==> src/rtl/prog_mem_arbiter.sv <==
// prog_mem_arbiter: shares the single-port program BRAM between instruction fetch and the data bus
// Ports:
//   clk, reset                      clock and synchronous active-high reset
//   if_req/if_addr                  fetch request; if_stall/if_rdata/if_rvalid back to fetch
//   d_ren/d_wen/d_be/d_addr/d_wdata data-bus request; d_stall/d_rdata/d_rvalid back to the bus
//   mem_en/mem_we/mem_addr/mem_wdata BRAM drive; mem_rdata BRAM read data (1-cycle latency)
module prog_mem_arbiter #(
  parameter int ADDR_WIDTH      = 14,
  parameter int DATA_STREAK_MAX = 4
) (
  input  logic                  clk,
  input  logic                  reset,
  input  logic                  if_req,
  input  logic [31:0]           if_addr,
  output logic                  if_stall,
  output logic [31:0]           if_rdata,
  output logic                  if_rvalid,
  input  logic                  d_ren,
  input  logic                  d_wen,
  input  logic [3:0]            d_be,
  input  logic [31:0]           d_addr,
  input  logic [31:0]           d_wdata,
  output logic                  d_stall,
  output logic [31:0]           d_rdata,
  output logic                  d_rvalid,
  output logic                  mem_en,
  output logic [3:0]            mem_we,
  output logic [ADDR_WIDTH-1:0] mem_addr,
  output logic [31:0]           mem_wdata,
  input  logic [31:0]           mem_rdata
);
  localparam int SW = $clog2(DATA_STREAK_MAX + 1);
  localparam logic [1:0] RSP_NONE = 2'd0;
  localparam logic [1:0] RSP_IF   = 2'd1;
  localparam logic [1:0] RSP_DATA = 2'd2;
  logic [SW-1:0]         streak_q, streak_d;
  logic [1:0]            rsp_q, rsp_d;
  logic [ADDR_WIDTH-1:0] addr_q, addr_d;
  logic [31:0]           wdata_q, wdata_d, if_rdata_q, if_rdata_d, d_rdata_q, d_rdata_d;
  logic                  d_req, d_grant, if_grant, at_max;
  logic                  unused_addr_bits;
  assign unused_addr_bits = ^{if_addr[1:0], if_addr[31:ADDR_WIDTH+2], d_addr[1:0], d_addr[31:ADDR_WIDTH+2]};
  always_comb begin
    d_req      = d_ren | d_wen;
    at_max     = streak_q == SW'(DATA_STREAK_MAX);
    // data wins contention until it has won DATA_STREAK_MAX times in a row against a waiting fetch
    d_grant    = ~reset & d_req & ~(if_req & at_max);
    if_grant   = ~reset & if_req & ~d_grant;
    if_stall   = if_req & ~if_grant;
    d_stall    = d_req & ~d_grant;
    mem_en     = if_grant | d_grant;
    mem_we     = (d_grant & d_wen) ? d_be : 4'b0;
    addr_d     = if_grant ? if_addr[ADDR_WIDTH+1:2] : d_grant ? d_addr[ADDR_WIDTH+1:2] : addr_q;
    wdata_d    = mem_en ? d_wdata : wdata_q;
    mem_addr   = reset ? '0 : addr_d;
    mem_wdata  = reset ? '0 : wdata_d;
    // response side is gated by reset so a read granted just before reset is dropped
    if_rvalid  = ~reset & (rsp_q == RSP_IF);
    d_rvalid   = ~reset & (rsp_q == RSP_DATA);
    if_rdata_d = if_rvalid ? mem_rdata : if_rdata_q;
    d_rdata_d  = d_rvalid ? mem_rdata : d_rdata_q;
    if_rdata   = reset ? '0 : if_rdata_d;
    d_rdata    = reset ? '0 : d_rdata_d;
    streak_d   = (if_grant | ~if_req) ? '0 : (d_grant & ~at_max) ? streak_q + SW'(1) : streak_q;
    rsp_d      = if_grant ? RSP_IF : (d_grant & d_ren) ? RSP_DATA : RSP_NONE;
  end
  always_ff @(posedge clk) begin
    if (reset) begin
      streak_q   <= '0;
      rsp_q      <= RSP_NONE;
      addr_q     <= '0;
      wdata_q    <= '0;
      if_rdata_q <= '0;
      d_rdata_q  <= '0;
    end else begin
      streak_q   <= streak_d;
      rsp_q      <= rsp_d;
      addr_q     <= addr_d;
      wdata_q    <= wdata_d;
      if_rdata_q <= if_rdata_d;
      d_rdata_q  <= d_rdata_d;
    end
  end
endmodule
==> config.mk <==
export PLATFORM = sky130hd
export DESIGN_NAME = prog_mem_arbiter
export DESIGN_NICKNAME = d
export VERILOG_FILES = /design/src/rtl/prog_mem_arbiter.sv
export SDC_FILE = /design/constraint.sdc
export NUM_CORES = 1
export LEC_CHECK = 0
export CORE_MARGIN = 2
export CORE_UTILIZATION = 35
export DETAILED_ROUTE_END_ITERATION = 12
export PLACE_DENSITY_LB_ADDON = 0.05
export SYNTH_ARGS = -nofsm -noshare
export SYNTH_HDL_FRONTEND = slang
export SYNTH_SLANG_ARGS = --single-unit
==> constraint.sdc <==
create_clock -name clk -period 1.8 [get_ports clk]
set_clock_uncertainty 0.05 [all_clocks]
set_input_delay 0.36 -clock clk [delete_from_list [all_inputs] [get_ports clk]]
set_output_delay 0.36 -clock clk [all_outputs]
set_load 0.01 [all_outputs]
==> impl_metrics.tcl, run 1 <==
set metrics [dict create \
    grt_remaining_overflow 0 \
    grt_antenna_before_repair 0 \
    clock_tree.htree_level_count 4 \
    violations "setup timing" \
    nets 1026 \
    ys.warnings.count 0 \
    worst_setup_slack_after_layout_ns -0.499 \
    areaGrowthSynthToFinish_pct 121 \
    tritoncts "built" \
    cp-start-kind "flip-flop" \
    totalPowerFinal_uw 7240 \
    netlist_top_cells_area "dfxtp_1 (51%), nand2_1 (11%), a21oi_1 (11%)" \
    critPathCaptureType "output port" \
    most_frequent_cell_after_synthesis "nand2_1" \
    p_leak_uw 0.00421 \
    drv_cap 0 \
    floorplan.die.height_um 117 \
    clock.fmax_ghz 0.435 \
    ios 256 \
    grt_pass1_wl_um 27500 \
    core_area_mm2 0.0126 \
    number_of_enable_type_register_cells_in_the_synthesized_netlist 0 \
    worst-path-max-fanout 6 \
    routed-wl-met3_um 1270 \
    relSlewSlack_pct 75.0 \
    first_global_vias 5371 \
    detailedPlacementHpwl_um 9670 \
    finalMaxSlewViolations 0 \
    port_buffers 219 \
    synth_flop_cell "dfxtp_1" \
    die_w_um 117 \
    cp.required_ns 1.39 \
    ys_types 29 \
    unrepaired_setup_endpoints_after_global_routing "yes" \
    post-route-period-util_pct 128 \
    synth_top_area_cell "dfxtp_1" \
    clk-insertion-delay-late_ns 0.42 \
    insertedDiodeCount 0 \
    detailroute.via_count 5571 \
    period_minus_slack_ns 2.30 \
    min_path_type "in -> reg" \
    synth-seq-cells 115 \
    num_cts_buffers 17 \
    total_routing_usage_gr_pct 25.1 \
    yosysSeqAreaShare_pct 51.1 \
    share_clk_of_total_power_pct 42.1 \
    die_area_mm2 0.0138 \
    remaining_drc_errors 0 \
    sw_frac_of_total_pct 26.0 \
    cell_internal_pwr_uw 5350 \
    ant_nets 0 \
    clock_tree.root_cell "clkbuf_16" \
    fillers 788 \
    p_sw_uw 1890 \
    grt_max_degree 63 \
    synth.net_count 686 \
    cellPowerDensity_mw_per_mm2 725 \
    std_cell_rows 41 \
    post_synth_most_frequent_cells "nand2_1 (129), dfxtp_1 (115), a21oi_1 (96)" \
    clockBufferDepth 2 \
    tightest_slew_ns 0.372 \
    worst_setup_hold_path_clk_slew_ns 0.04 \
    postSynthAreaPerCell_um2 8.24 \
    start_util_pct 35.7 \
    worstPathArrival_ns 1.89 \
    crit_type "reg -> out" \
    drt_iter0_drc 354 \
    seqPwrFrac_pct 37.5 \
    wl_met2_um 11100 \
    wire_per_inst_um 19.8 \
    comb_power_share_pct 20.4 \
    drive_gt1_share_pct 63.4 \
    final-instance-count-excl-fill 1067 \
    gp_congestion 0.818 \
    cts.sink_count 115 \
    synth.cell_area_mm2 0.00451 \
    area_fraction_of_the_dominant_cell_type_after_synthesis_pct 51.1 \
    first_pass_iters 4 \
    detail_route.wirelength_um 21100 \
    status "finished with violations" \
    async_set_or_reset_flop_fraction_in_the_synthesized_netlist_pct 0 \
    place.detailed.instances 921 \
    timing.final.setup_violations 119 \
    detail_route.wirelength.met1_um 8060 \
    post_drt_via_cell_ratio 5.22 \
    final-hold-violation-count 0 \
    top_layer_used "met4" \
    synth_cells 547 \
    worst_ir_drop_vdd_v 0.000554 \
]
[sequential cells by signal, indices dropped and copies added (netlist names)]
| register | flops |
|---|---|
| d_rdata_q | 32 |
| addr_q | 14 |
| streak_q | 3 |
| wdata_q | 32 |
| rsp_q | 2 |
| if_rdata_q | 32 |
[final timing paths]
check | slack, ns | endpoint | cells past startpoint | from
setup / recovery | -0.50 | mem_addr[9] | 7 | streak_q[1]
hold / removal | 0.19 | rsp_q[1] | 2 | d_ren
setup reg to reg | 0.04 | addr_q[9] | 9 | streak_q[1]
hold reg to reg | 0.40 | wdata_q[5] | 2 | wdata_q[5]
[cell type report]
type,count,area [um2],share of cell area (%)
Timing Repair Buffer,372,3590,35.9
Multi-Input combinational cell,378,3330,33.4
Clock buffer,21,460,4.61
Sequential cell,115,2310,23.2
Tap cell,172,215,2.16
Inverter,3,11.3,0.113
Clock inverter,6,60.1,0.602
[cells by family (layout without fill, tap and decap cells)]
| kind of cell | count (synthesis) | count (layout) | synth area share (%) |
|---|---|---|---|
| buffers and inverters | 55 | 402 | 5.22 |
| DFF | 115 | 115 | 51.1 |
| xor gates and xnor gates | 1 | 1 | 0.194 |
| adders and majority gates | 2 | 2 | 0.555 |
| AOI/OAI and AO/OA | 159 | 159 | 20.6 |
| and+or+nand+nor | 215 | 216 | 22.4 |
[through the flow]
step           cell area, um2  utilization (%)  hold WS, ns  setup slack [ns]  setup TNS, ns
6_report                 9980             79.1        0.195            -0.499         -34.41
5_1_grt                  9980             79.1        0.201            -0.543         -41.69
4_1_cts                  8790             69.7        0.259            -0.497         -32.51
3_5_place_dp             7090             56.2        0.402             -1.05         -79.99
3_3_place_gp             7090             56.2        0.394            -0.997         -75.11
2_1_floorplan            4560                -        0.367           0.00341              0
[metal layers]
metal  track usage, %  vias to the layer above
met5                0                        -
met4             11.2                        0
met3             8.14                       62
met2             43.8                      246
met1             28.0                     2693
li1                 -                     2570
[critical path: stages, from the launching register on]
cell and delay, ns:
dfxtp_2 0.32, inv_2 0.07, ha_4 0.18, and3_4 0.27, buf_6 0.13, o21ai_2 0.07, a311oi_4 0.24, buf_2 0.19
[timing repair]
action	in CTS	in global routing
gates cloned	12	7
buffers inserted	65	46
gates resized for setup	763	226
endpoints found under the setup margin	119	118
pin swaps	88	121
hold buffers	0	0
[power groups by stage]
| stage | combinational, uW | sequential, uW | clock [uW] |
|---|---|---|---|
| after floorplan | 393 | 2730 | 0 |
| after global placement | 972 | 2740 | 0 |
| after detailed placement | 984 | 2740 | 0 |
| after CTS | 1210 | 2700 | 3060 |
| after global routing | 1540 | 2720 | 3200 |
| final | 1470 | 2720 | 3050 |
[layout by cell type (no fill, tap or decap), types with 2 or more instances in the layout]
master / n
nand2_1: 30
buf_6: 68
o21ai_4: 7
nand3_1: 14
a21oi_4: 12
and3_1: 2
and3_4: 5
o21ai_1: 6
dfxtp_4: 2
o21ai_2: 21
clkinvlp_4: 2
clkbuf_16: 21
nand2_2: 44
inv_2: 2
buf_8: 12
a311oi_4: 5
a311oi_2: 9
buf_4: 65
nor2_1: 4
o21ai_0: 12
nand2_4: 55
a21oi_2: 84
buf_2: 100
nand2b_4: 3
clkinv_2: 3
dfxtp_2: 3
clkdlybuf4s50_1: 96
clkbuf_1: 2
nand3b_1: 32
buf_12: 20
buf_16: 7
nor2_4: 3
dfxtp_1: 110
nor2b_4: 2
clkbuf_8: 2
nor3_1: 13
Note: power is estimated with default switching activity, not from simulation.
==> run 2, diff against run 1 <==
Settings changed: CORE_MARGIN 2 to unset, MAX_ROUTING_LAYER set to met4.
==> run 2 against run 1 <==
Effect of this change:
- final cell count rose by 2.2%
- the flow still finishes with violations (setup timing)
- clock power rose by 1%
- critical endpoint is now mem_addr[13]
- register-to-register slack got worse by 0.05 ns
==> impl_metrics.tcl, run 2 (synthesis gave the netlist of run 1 again) <==
set metrics [dict create \
    insertedDiodeCount 0 \
    sw_frac_of_total_pct 26.0 \
    post_cts_hold_buffer_count 0 \
    tritoncts "built" \
    seqPwrFrac_pct 37.2 \
    worst_setup_hold_path_clk_slew_ns 0.05 \
    std_cell_rows 41 \
    clock_tree.root_cell "clkbuf_16" \
    worstSetupEndpoint "mem_addr[13]" \
    worstPathArrival_ns 1.90 \
    final_core_density_pct 79.2 \
    period_minus_slack_ns 2.31 \
    post-route-period-util_pct 128 \
    post_drt_via_cell_ratio 5.15 \
    share_clk_of_total_power_pct 42.4 \
    grt_pass1_wl_um 26500 \
    p_sw_uw 1890 \
    timing.final.setup_violations 119 \
    detail_route.wirelength_um 20800 \
    cp-start-kind "flip-flop" \
    clockBufferDepth 2 \
    detailedPlacementHpwl_um 9670 \
    cp.required_ns 1.39 \
    ios 256 \
    status "finished with violations" \
    detailroute.via_count 5615 \
    unrepaired_setup_endpoints_after_global_routing "yes" \
    critPathCaptureType "output port" \
    gp_congestion 0.782 \
    ant_nets 0 \
    worst_setup_slack_after_layout_ns -0.506 \
    finalMaxSlewViolations 0 \
    critical_path.cell_chain "inv_2 > ha_4 > a2bb2oi_4 > nand2b_4 > buf_16 > a311oi_4 > buf_2" \
    remaining_drc_errors 0 \
    max_stage_delay_ns 0.32 \
    regToRegEndpoint "if_rdata_q[14]" \
    drive_gt1_share_pct 60.8 \
    crit_path_start "streak_q[0]" \
    layout.cells.most_common_list "dfxtp_1 (110), buf_2 (106), clkdlybuf4s50_1 (96)" \
    final-instance-count-excl-fill 1091 \
    worst-path-max-fanout 8 \
    rr_worst_depth 11 \
    p_leak_uw 0.00424 \
    num_cts_buffers 17 \
    die_w_um 115 \
    core_area_mm2 0.0126 \
    drv_cap 0 \
    wire_per_inst_um 19.1 \
    place_worst_setup_slack_ns -1.08 \
    cts.sink_count 115 \
    grt_antenna_before_repair 0 \
    cell_internal_pwr_uw 5390 \
    grt_remaining_overflow 0 \
    floorplan.die.height_um 115 \
    crit_type "reg -> out" \
    clock_tree.htree_level_count 4 \
    clk-insertion-delay-late_ns 0.41 \
    violations "setup timing" \
    min_path_type "in -> reg" \
    whs_path_depth 2 \
    grt_max_degree 60 \
    die_area_mm2 0.0133 \
    nets 1048 \
    clock.fmax_ghz 0.434 \
    biggestRegsByFlops "d_rdata_q: 32 flops, if_rdata_q: 32 flops, wdata_q: 32 flops" \
    start_util_pct 35.9 \
    final-hold-violation-count 0 \
    rrSetupSlack_ns -0.01 \
    areaGrowthSynthToFinish_pct 121 \
    worst_ir_drop_vdd_v 0.000600 \
    tightest_slew_ns 0.339 \
    comb_power_share_pct 20.5 \
    worst_hold_slack_ns 0.208 \
    most_frequent_standard_cell_in_the_layout_excluding_fill_and_tap_cells "dfxtp_1" \
    drt_iter0_drc 360 \
    hp-start "d_ren" \
    worstReg2RegStart "rsp_q[0]" \
    totalPowerFinal_uw 7280 \
    total_routing_usage_gr_pct 27.1 \
    relSlewSlack_pct 77.2 \
    first_pass_iters 5 \
    critical_path.slowest_cell "dfxtp_2" \
    place.detailed.instances 917 \
    cellPowerDensity_mw_per_mm2 731 \
    first_global_vias 5352 \
    port_buffers 219 \
]
==> run 2: cell types whose count changed in the layout (fill, tap and decap cells not counted), moves of 11 or more <==
cell     before  now
nand2_4      55   38
buf_4        65   80
o21ai_2      21    9
nand2_1      30   55
o21ai_1       6   18
nor3_1       13    2
==> run 2: layout make-up <==
type	instances	area, um2
fill	776	2610
inverter	3	11.3
multi-input combinational	378	3190
sequential	115	2310
timing repair buffer	394	3700
clock inverter	6	57.6
clock buffer	23	468
tap	172	215
==> run 2: metal layers <==
metal / part of all wire [%] / GRT usage, % / up-vias
li1: - / - / 2620
met1: 37 / 28.7 / 2721
met2: 53 / 47.2 / 227
met3: 6.3 / 8.58 / 47
met4: 2.8 / 9.78 / 0
met5: 0 / - / -
==> run 2: power by group through the flow <==
stage	sequential (uW)	combinational, uW	clock [uW]
after floorplan	2730	393	0
after global placement	2740	972	0
after detailed placement	2740	983	0
after CTS	2690	1250	3080
after global routing	2710	1560	3260
final	2710	1490	3090
==> run 2: stage by stage <==
step / area (um2) / setup TNS [ns]
after global routing: 9960 / -39.14
after floorplan: 4560 / 0
after detailed placement: 7080 / -75.09
after CTS: 8920 / -30.07
after global placement: 7080 / -71.20
final: 9960 / -31.46
==> run 2: timing repair <==
item,4_1_cts,5_1_grt
gates resized for setup,748,193
gates cloned,14,9
pin swaps,93,103
setup endpoints to repair,119,119
buffers inserted,86,51
==> run 2: critical path, delay by kind of cell, from the launching register on <==
kind / cells / cell delay, ns
AO/OA/AOI/OAI: 2 / 0.36
adder cells (fa/ha/maj): 1 / 0.19
AND/OR/NAND/NOR: 1 / 0.18
flip-flops: 1 / 0.32
buffers and inverters: 3 / 0.42
==> run 2: how the worst min path moves through the flow <==
stage	endpoint	slack [ns]
6_report	rsp_q[1]	0.21
5_1_grt	rsp_q[1]	0.20
4_1_cts	rsp_q[1]	0.24
3_5_place_dp	d_rdata_q[25]	0.40
3_3_place_gp	d_rdata_q[8]	0.40
2_1_floorplan	streak_q[0]	0.37
